File: config.mk
export PLATFORM = sky130hd
export DESIGN_NAME = bus_arb_mux_flat
export DESIGN_NICKNAME = d
export VERILOG_FILES = /design/src/rtl/bus_arb_mux_if.sv /design/src/rtl/bus_arb_mux.sv /design/src/flat_wrapper.sv
export SDC_FILE = /design/constraint.sdc
export NUM_CORES = 1
export LEC_CHECK = 0
export ABC_AREA = 1
export CORE_AREA = 2 2 234 236
export CTS_BUF_LIST = sky130_fd_sc_hd__clkbuf_4 sky130_fd_sc_hd__clkbuf_8 sky130_fd_sc_hd__clkbuf_16
export DETAILED_ROUTE_END_ITERATION = 12
export DIE_AREA = 0 0 236 238
export MAX_ROUTING_LAYER = met4
export PLACE_DENSITY = 0.4
export SLEW_MARGIN = 15
export SYNTH_ARGS = -nofsm -noshare
export SYNTH_HDL_FRONTEND = slang
export SYNTH_SLANG_ARGS = --single-unit
File: constraint.sdc
create_clock -name clk -period 2 [get_ports clk]
set_input_delay 0.4 -clock clk [delete_from_list [all_inputs] [get_ports clk]]
set_output_delay 0.4 -clock clk [all_outputs]
set_load 0.005 [all_outputs]
File: src/rtl/bus_arb_mux_if.sv
// Channel-side inputs and registered output slot of bus_arb_mux, bundled as one interface.
// The slave modport is the arbiter; the master modport is whoever drives the channels.
`ifndef REG_WIDTH
`define REG_WIDTH 32
`endif

interface bus_arb_mux_if #(
    parameter int unsigned SIGNAL_WIDTH   = `REG_WIDTH,
    parameter int unsigned CHANNELS       = 16,
    parameter int unsigned SELECTOR_WIDTH = 4
);
    logic [CHANNELS*SIGNAL_WIDTH-1:0] in_data;
    logic [CHANNELS-1:0]              req;
    logic [CHANNELS-1:0]              lock;
    logic [SELECTOR_WIDTH-1:0]        selector;
    logic                             out_ready;
    logic [SIGNAL_WIDTH-1:0]          out_data;
    logic                             out_valid;
    logic [SELECTOR_WIDTH-1:0]        out_ch;
    logic [CHANNELS-1:0]              grant;

    modport master (
        output in_data, req, lock, selector, out_ready,
        input  out_data, out_valid, out_ch, grant
    );

    modport slave (
        input  in_data, req, lock, selector, out_ready,
        output out_data, out_valid, out_ch, grant
    );
endinterface

File: src/rtl/bus_arb_mux.sv
// Channel arbiter/mux feeding a single registered output slot.
// MODE 0 picks the channel named by selector; MODE 1 round-robins with per-channel burst lock.
`ifndef REG_WIDTH
`define REG_WIDTH 32
`endif

module bus_arb_mux #(
    parameter int unsigned SIGNAL_WIDTH   = `REG_WIDTH,
    parameter int unsigned CHANNELS       = 16,
    parameter int unsigned SELECTOR_WIDTH = 4,
    parameter int unsigned MODE           = 0
) (
    input logic          clk,
    input logic          rst_n,
    bus_arb_mux_if.slave bus
);
    localparam int unsigned SumWidth = SELECTOR_WIDTH + 2;
    localparam logic [SumWidth-1:0] ChanSum = SumWidth'(CHANNELS);

    logic                      out_valid_q;
    logic [SIGNAL_WIDTH-1:0]   out_data_q;
    logic [SELECTOR_WIDTH-1:0] out_ch_q;
    logic [CHANNELS-1:0]       grant_q;
    logic [SELECTOR_WIDTH-1:0] rr_ptr_q;
    logic                      granted_q;

    logic                      fixed_hit;
    logic                      rr_hit;
    logic                      lock_hit;
    logic                      req_at_ptr;
    logic                      lock_at_ptr;
    logic                      win_valid;
    logic                      slot_free;
    logic                      capture;
    logic [SumWidth-1:0]       rot_amt;
    logic [2*CHANNELS-1:0]     req_rot;
    logic [SumWidth-1:0]       rr_sum;
    logic [SELECTOR_WIDTH-1:0] rr_idx;
    logic [SELECTOR_WIDTH-1:0] win_idx;
    logic [SIGNAL_WIDTH-1:0]   win_data;
    logic [CHANNELS-1:0]       win_onehot;

    always_comb begin
        fixed_hit   = 1'b0;
        req_at_ptr  = 1'b0;
        lock_at_ptr = 1'b0;
        for (int unsigned k = 0; k < CHANNELS; k++) begin
            if (SELECTOR_WIDTH'(k) == bus.selector && bus.req[k]) begin
                fixed_hit = 1'b1;
            end
            if (SELECTOR_WIDTH'(k) == rr_ptr_q) begin
                req_at_ptr  = bus.req[k];
                lock_at_ptr = bus.lock[k];
            end
        end
    end

    // Rotate so bit j of req_rot is channel rr_ptr+1+j; the lowest set bit wins.
    always_comb begin
        rot_amt = SumWidth'(rr_ptr_q) + SumWidth'(1);
        req_rot = {bus.req, bus.req} >> rot_amt;
        rr_hit  = 1'b0;
        rr_sum  = '0;
        for (int unsigned j = 0; j < CHANNELS; j++) begin
            if (!rr_hit && req_rot[j]) begin
                rr_hit = 1'b1;
                rr_sum = rot_amt + SumWidth'(j);
            end
        end
        if (rr_sum >= ChanSum) begin
            rr_sum = rr_sum - ChanSum;
        end
        rr_idx = rr_sum[SELECTOR_WIDTH-1:0];
    end

    always_comb begin
        // Lock only holds a channel that actually won since reset.
        lock_hit = granted_q && req_at_ptr && lock_at_ptr;
        if (MODE == 1) begin
            win_valid = lock_hit || rr_hit;
            win_idx   = lock_hit ? rr_ptr_q : rr_idx;
        end else begin
            win_valid = fixed_hit;
            win_idx   = bus.selector;
        end
        win_data   = '0;
        win_onehot = '0;
        for (int unsigned k = 0; k < CHANNELS; k++) begin
            if (SELECTOR_WIDTH'(k) == win_idx) begin
                win_data      = bus.in_data[k*SIGNAL_WIDTH +: SIGNAL_WIDTH];
                win_onehot[k] = 1'b1;
            end
        end
        slot_free = !out_valid_q || bus.out_ready;
        capture   = slot_free && win_valid;
    end

    always_ff @(posedge clk) begin
        if (!rst_n) begin
            out_valid_q <= 1'b0;
            out_data_q  <= '0;
            out_ch_q    <= '0;
            grant_q     <= '0;
            rr_ptr_q    <= SELECTOR_WIDTH'(CHANNELS - 1);
            granted_q   <= 1'b0;
        end else begin
            grant_q <= capture ? win_onehot : '0;
            if (capture) begin
                out_valid_q <= 1'b1;
                out_data_q  <= win_data;
                out_ch_q    <= win_idx;
                rr_ptr_q    <= win_idx;
                granted_q   <= 1'b1;
            end else if (slot_free) begin
                out_valid_q <= 1'b0;
            end
        end
    end

    assign bus.out_valid = out_valid_q;
    assign bus.out_data  = out_data_q;
    assign bus.out_ch    = out_ch_q;
    assign bus.grant     = grant_q;
endmodule

File: src/flat_wrapper.sv
// flat-port wrapper written by rule: the top's interface ports become plain ports
module bus_arb_mux_flat 
#(
    parameter int unsigned SIGNAL_WIDTH   = `REG_WIDTH,
    parameter int unsigned CHANNELS       = 16,
    parameter int unsigned SELECTOR_WIDTH = 4,
    parameter int unsigned MODE           = 0
)
  (clk, rst_n, bus_in_data, bus_req, bus_lock, bus_selector, bus_out_ready, bus_out_data, bus_out_valid, bus_out_ch, bus_grant);
  bus_arb_mux_if #(.SIGNAL_WIDTH(SIGNAL_WIDTH), .CHANNELS(CHANNELS), .SELECTOR_WIDTH(SELECTOR_WIDTH)) bus_i ();
  input logic clk;
  input logic rst_n;
  input wire logic [$bits(bus_i.in_data)-1:0] bus_in_data;
  input wire logic [$bits(bus_i.req)-1:0] bus_req;
  input wire logic [$bits(bus_i.lock)-1:0] bus_lock;
  input wire logic [$bits(bus_i.selector)-1:0] bus_selector;
  input wire logic [$bits(bus_i.out_ready)-1:0] bus_out_ready;
  output wire logic [$bits(bus_i.out_data)-1:0] bus_out_data;
  output wire logic [$bits(bus_i.out_valid)-1:0] bus_out_valid;
  output wire logic [$bits(bus_i.out_ch)-1:0] bus_out_ch;
  output wire logic [$bits(bus_i.grant)-1:0] bus_grant;
  assign bus_i.in_data = bus_in_data;
  assign bus_i.req = bus_req;
  assign bus_i.lock = bus_lock;
  assign bus_i.selector = bus_selector;
  assign bus_i.out_ready = bus_out_ready;
  assign bus_out_data = bus_i.out_data;
  assign bus_out_valid = bus_i.out_valid;
  assign bus_out_ch = bus_i.out_ch;
  assign bus_grant = bus_i.grant;
  bus_arb_mux #(.SIGNAL_WIDTH(SIGNAL_WIDTH), .CHANNELS(CHANNELS), .SELECTOR_WIDTH(SELECTOR_WIDTH), .MODE(MODE)) u_core (.clk(clk), .rst_n(rst_n), .bus(bus_i));
endmodule
; After elaboration in Yosys (flattened, before gate mapping)
; Cells that the tools add are included.
; W data, S select, Z words.
[totals]
register_bits = 53
output_inout_bits = 53
elab_cells = 91
[op_classes]
eq_ne = 15
muxes = 50
reduce_logical = 22
[op_table]
columns = operator, n
row1 = $mux W32, 16
row2 = $mux W1, 34
row3 = $eq A4 B4 Y1 const A, 8
row4 = $logic_and A1 B1 Y1, 17
row5 = $eq A3 B4 Y1 const A, 4
row6 = $eq A2 B4 Y1 const A, 2
row7 = $eq A1 B4 Y1 const A, 1
row8 = $logic_not A4 Y1, 1
row9 = $reduce_and A2 Y1, 1
row10 = $reduce_bool A2 Y1, 1
row11 = $logic_not A1 Y1, 1
row12 = $logic_or A1 B1 Y1, 1

; Depth between registers and ports, before layout
[depth]
word_depth = 20
ltp_mapped = 17

; Worst setup path before layout
; OpenSTA, ideal clock, no wires.
[synth_timing]
path_kind = in2reg
startpoint = input bus_selector[3]
endpoint = register u_core.out_data_q[21], in the netlist u_core.bus.out_data[21]
setup_ns = 0.132
t_arrival_ns = 1.749
required_ns = 1.868
setup_slack_ns = 0.118
cell_stages = 14
path_buffers = 2
cell_sequence = inv_1 nand2_1 nor2_1 buf_2 buf_1 nor2_1 nand2_1 nand3_1 nand2_1 nand3_1 nor2_1 nand3_1 nand2_1 a21oi_1
[synth_via]
elab_chain_cells = 19
elab_cells_between_ends = 65
cone_classes = 15 x eq/ne / 32 x mux / 18 x reduce/logical
[synth_lines]
columns = item, line_no
row1 = from (decl), flat_wrapper.sv:16  ; input wire logic [$bits(bus_i.selector)-1:0] bus_selector;
row2 = $logic_not A4 Y1, "bus_arb_mux.sv:48, bus_arb_mux.sv:89"
row3 = $logic_and A1 B1 Y1, bus_arb_mux.sv:48  ; if (SELECTOR_WIDTH'(k) == bus.selector && bus.req[k]) begin
row4 = $mux W1 (16 in a row), bus_arb_mux.sv:48
row5 = $logic_and A1 B1 Y1, bus_arb_mux.sv:95  ; capture = slot_free && win_valid;
row6 = to (signal assigned), bus_arb_mux.sv:110  ; out_data_q <= win_data;
row7 = to (decl), bus_arb_mux.sv:21  ; logic [SIGNAL_WIDTH-1:0] out_data_q;
; Parallel ways exist; a longest one is shown, timed or not.
; A chain may end at the register's enable or synchronous reset.

; Final worst setup path
[layout_timing]
startpoint = input bus_selector[2]
endpoint = register u_core.out_data_q[25], in the netlist u_core.bus.out_data[25]
; Same word-level chain as after synthesis.

==> run_results.csv <==
group,metric,value,unit
status,status,"complete, but fails checks",
status,violations,"negative setup slack",
yosys,avgSynthCellArea,4.88,um^2
sta,clock_skew,0.00703,ns
yosys,synth_top_family_by_area,"simple AND/OR/NAND/NOR gates",
critical_path,arrival,2.34,ns
routing,vias_per_cell,4.03,
cells_and_area,drive_gt1_share,15.4,%
routing,num_vias,10400,
critical_path,end_kind,"flop",
sta,slew_headroom,67.9,%
grt,grt_max_degree,34,
pwr,leakagePower,0.00617,uW
yosys,synth_xor_area_share,0,%
yosys,synth_cell_types,18,
sta,setup_viol,34,
run,drv_cap,0,
floorplan,dieArea,0.0562,mm^2
yosys,synth_compound_area_share,8.53,%
floorplan,std_cell_rows,85,
sta,finalCriticalPeriod,2.12,ns
floorplan,start_util,11.0,%
placement,dp_hpwl,44800,um
min_path,hp-class,"in -> reg",
clocking,htreeDepth,2,
routing,wl_per_cell,21.5,um
clocking,cts_root_buf,"clkbuf_16",
clocking,hold_buffers,0,
yosys,synth_fa_ha_area_share,0,%
grt,grt_overflow,0,
yosys,ys_ff_latch,53,
floorplan,die_width,236,um
grt,grt_first_pass_wirelength,75600,um
pwr,vdd_ir_drop_max,0.000342,V
critical_path,crit_required,2.23,ns
placement,gp_congestion,0.948,
critical_path,path_max_fanout,5,
floorplan,die_h,238,um
sta,finalHoldViolCount,0,
cells_and_area,final_net_count,2425,
yosys,postSynthCellCount,1208,
critical_path,rrSetupSlack,0.61,ns
yosys,synthesis.area,0.00590,mm^2
sta,fin_ws,-0.115,ns
clocking,cts_max_path_buffers,2,
sta,grt_setup_unrepaired,"true",
yosys,synthMuxAreaShare,0,%
routing,postRouteAntennaNets,0,
yosys,synth.net_count,1759,
placement,io_buffers,587,
cells_and_area,utilization,27.4,%
floorplan,core,0.0535,mm^2
clocking,clk_pin_slew_worst_paths,0.09,ns
grt,antenna_found_initial,10,
yosys,yosys.area_share.simple,62.2,%
clocking,numCtsBuffers,5,
routing,initialDrtViolationCount,536,
critical_path,crit_path_start_kind,"input pin",
grt,globalRouteTotalUtil,19.3,%
clocking,cts_tree,"done",
critical_path,critical_path_class,"in -> reg",
sta,fin_crit_sh,106,%
routing,drt-total-wl,55400,um
sta,max_freq,473,MHz
yosys,yosys_warnings,0,
sta,worstMarginPinSlew,0.481,ns
sta,final_max_slew_viol_count,0,
grt,grt_pass1_vias,10800,
floorplan,num_io_pins,604,
routing,drt_pass1_iterations,7,
clocking,clk_latency,0.34,ns
placement,dpl_worst_slack,-1.19,ns
cells_and_area,syn_to_final_growth,148,%
clocking,cts_sinks,53,
yosys,yosysSeqAreaShare,18.0,%
routing,drcViolationCount,0,
pwr,powerDensity,352,mW/mm^2
## final cells by class
type                            count  area [um^2]
Antenna cell                       10         25.0
Clock buffer                        5          125
Fill cell                        6020        38800
Tap cell                          696          871
Inverter                          108          430
Sequential cell                    53         1060
Multi-Input combinational cell    984         4680
Clock inverter                      2         16.3
Timing Repair Buffer              722         7430
## flip-flops by register name (all words and copies together), names as in the netlist
name                  flops
u_core.bus.out_data      32
u_core.bus.grant         16
u_core.bus.out_ch         4
u_core.bus.out_valid      1
## per-layer routing
metal  part of all wire [%]  track usage (%)
met3                    6.5             3.93
met1                     42             23.2
met4                    1.1             3.74
met5                      0                -
met2                     50             33.4
## cell families after synthesis
logic type | count (synthesis)
simple gates | 885
buf+inv | 171
flops | 53
compound gates | 99
## worst paths after layout
check | cells past startpoint | to | from
hold / removal | 4 | u_core.bus.out_ch[3]$_SDFFE_PN0P_ | bus_selector[3]
setup reg to reg | 8 | u_core.bus.out_ch[0]$_SDFFE_PN0P_ | u_core.bus.out_valid$_SDFFE_PN0P_
setup / recovery | 18 | u_core.bus.out_data[25]$_SDFFE_PN0P_ | bus_selector[2]
hold reg to reg | 2 | u_core.bus.out_data[13]$_SDFFE_PN0P_ | u_core.bus.out_data[13]$_SDFFE_PN0P_
## per-stage QoR
step / hold slack [ns] / area, um^2 / total power, uW / TNS (ns) / instances
global placement: 0.453 / 13400 / 3870 / -49.12 / 2528
CTS: 0.399 / 14000 / 5110 / -0.350 / 2548
global route: 0.434 / 14600 / 5480 / -6.03 / 2580
detailed placement: 0.459 / 13400 / 3860 / -51.69 / 2528
finish: 0.443 / 14600 / 5150 / -2.07 / 2580
floorplan: 0.461 / 5900 / 1900 / 0 / 1208
## Yosys cell counts (all sizes together)
cell / count / area share [%]
nand2: 460 / 29
nor2: 261 / 17
clkinv: 4 / 0.25
a22o: 2 / 0.30
nand4: 79 / 8.4
clkbuf: 42 / 2.7
a21oi: 90 / 7.6
inv: 104 / 6.6
dfxtp: 53 / 18
o21ai: 7 / 0.59
nand3: 61 / 5.2
or2: 21 / 2.2
nor3: 3 / 0.25
buf: 21 / 1.7
## what timing repair did
item | 4_1_cts | 5_1_grt
buffers inserted | 9 | 18
setup endpoints to repair | 53 | 52
cloned | 4 | 4
endpoints found under the hold margin | 0 | 0
resized for setup | 106 | 124
pin swaps | 21 | 57
## report_power, final
part	internal (uW)	leakage, uW	total [uW]	switching, uW
Sequential	1140	0.000432	1200	58.7
Clock	465	0.0000659	1010	543
Combinational	1710	0.00567	2940	1230
## worst max-delay path, cell delays in order
cell,delay (ns)
buf_8,0.07
buf_6,0.11
inv_6,0.04
nand2_8,0.10
nor2_4,0.07
buf_12,0.12
clkbuf_16,0.15
buf_6,0.12
nand2_2,0.05
nand3_2,0.06
nor2_2,0.10
nand4_1,0.20
nor2_2,0.19
nand4_1,0.17
nor2_1,0.14
nand4_1,0.09
nand2_1,0.09
a21oi_2,0.05
## layout by cell type, fill, tap and decap left out, types with 3 or more instances in the layout
cell type	count
clkdlybuf4s50_1	578
o21ai_1	3
clkinv_1	3
nand3_1	44
a21oi_2	3
buf_4	75
buf_6	31
nand2_2	31
inv_2	3
nand4_1	79
nor2_4	19
nand2_1	415
buf_12	19
dlymetal6s2s_1	4
buf_8	6
buf_16	3
nor2_1	215
nand3_2	16
o21ai_0	3
nand2_4	12
nor2_2	27
or2_2	21
inv_1	97
diode_2	10
a21oi_1	87
dfxtp_1	53
clkbuf_16	10
No activity file was read; power rests on OpenSTA's default activity.
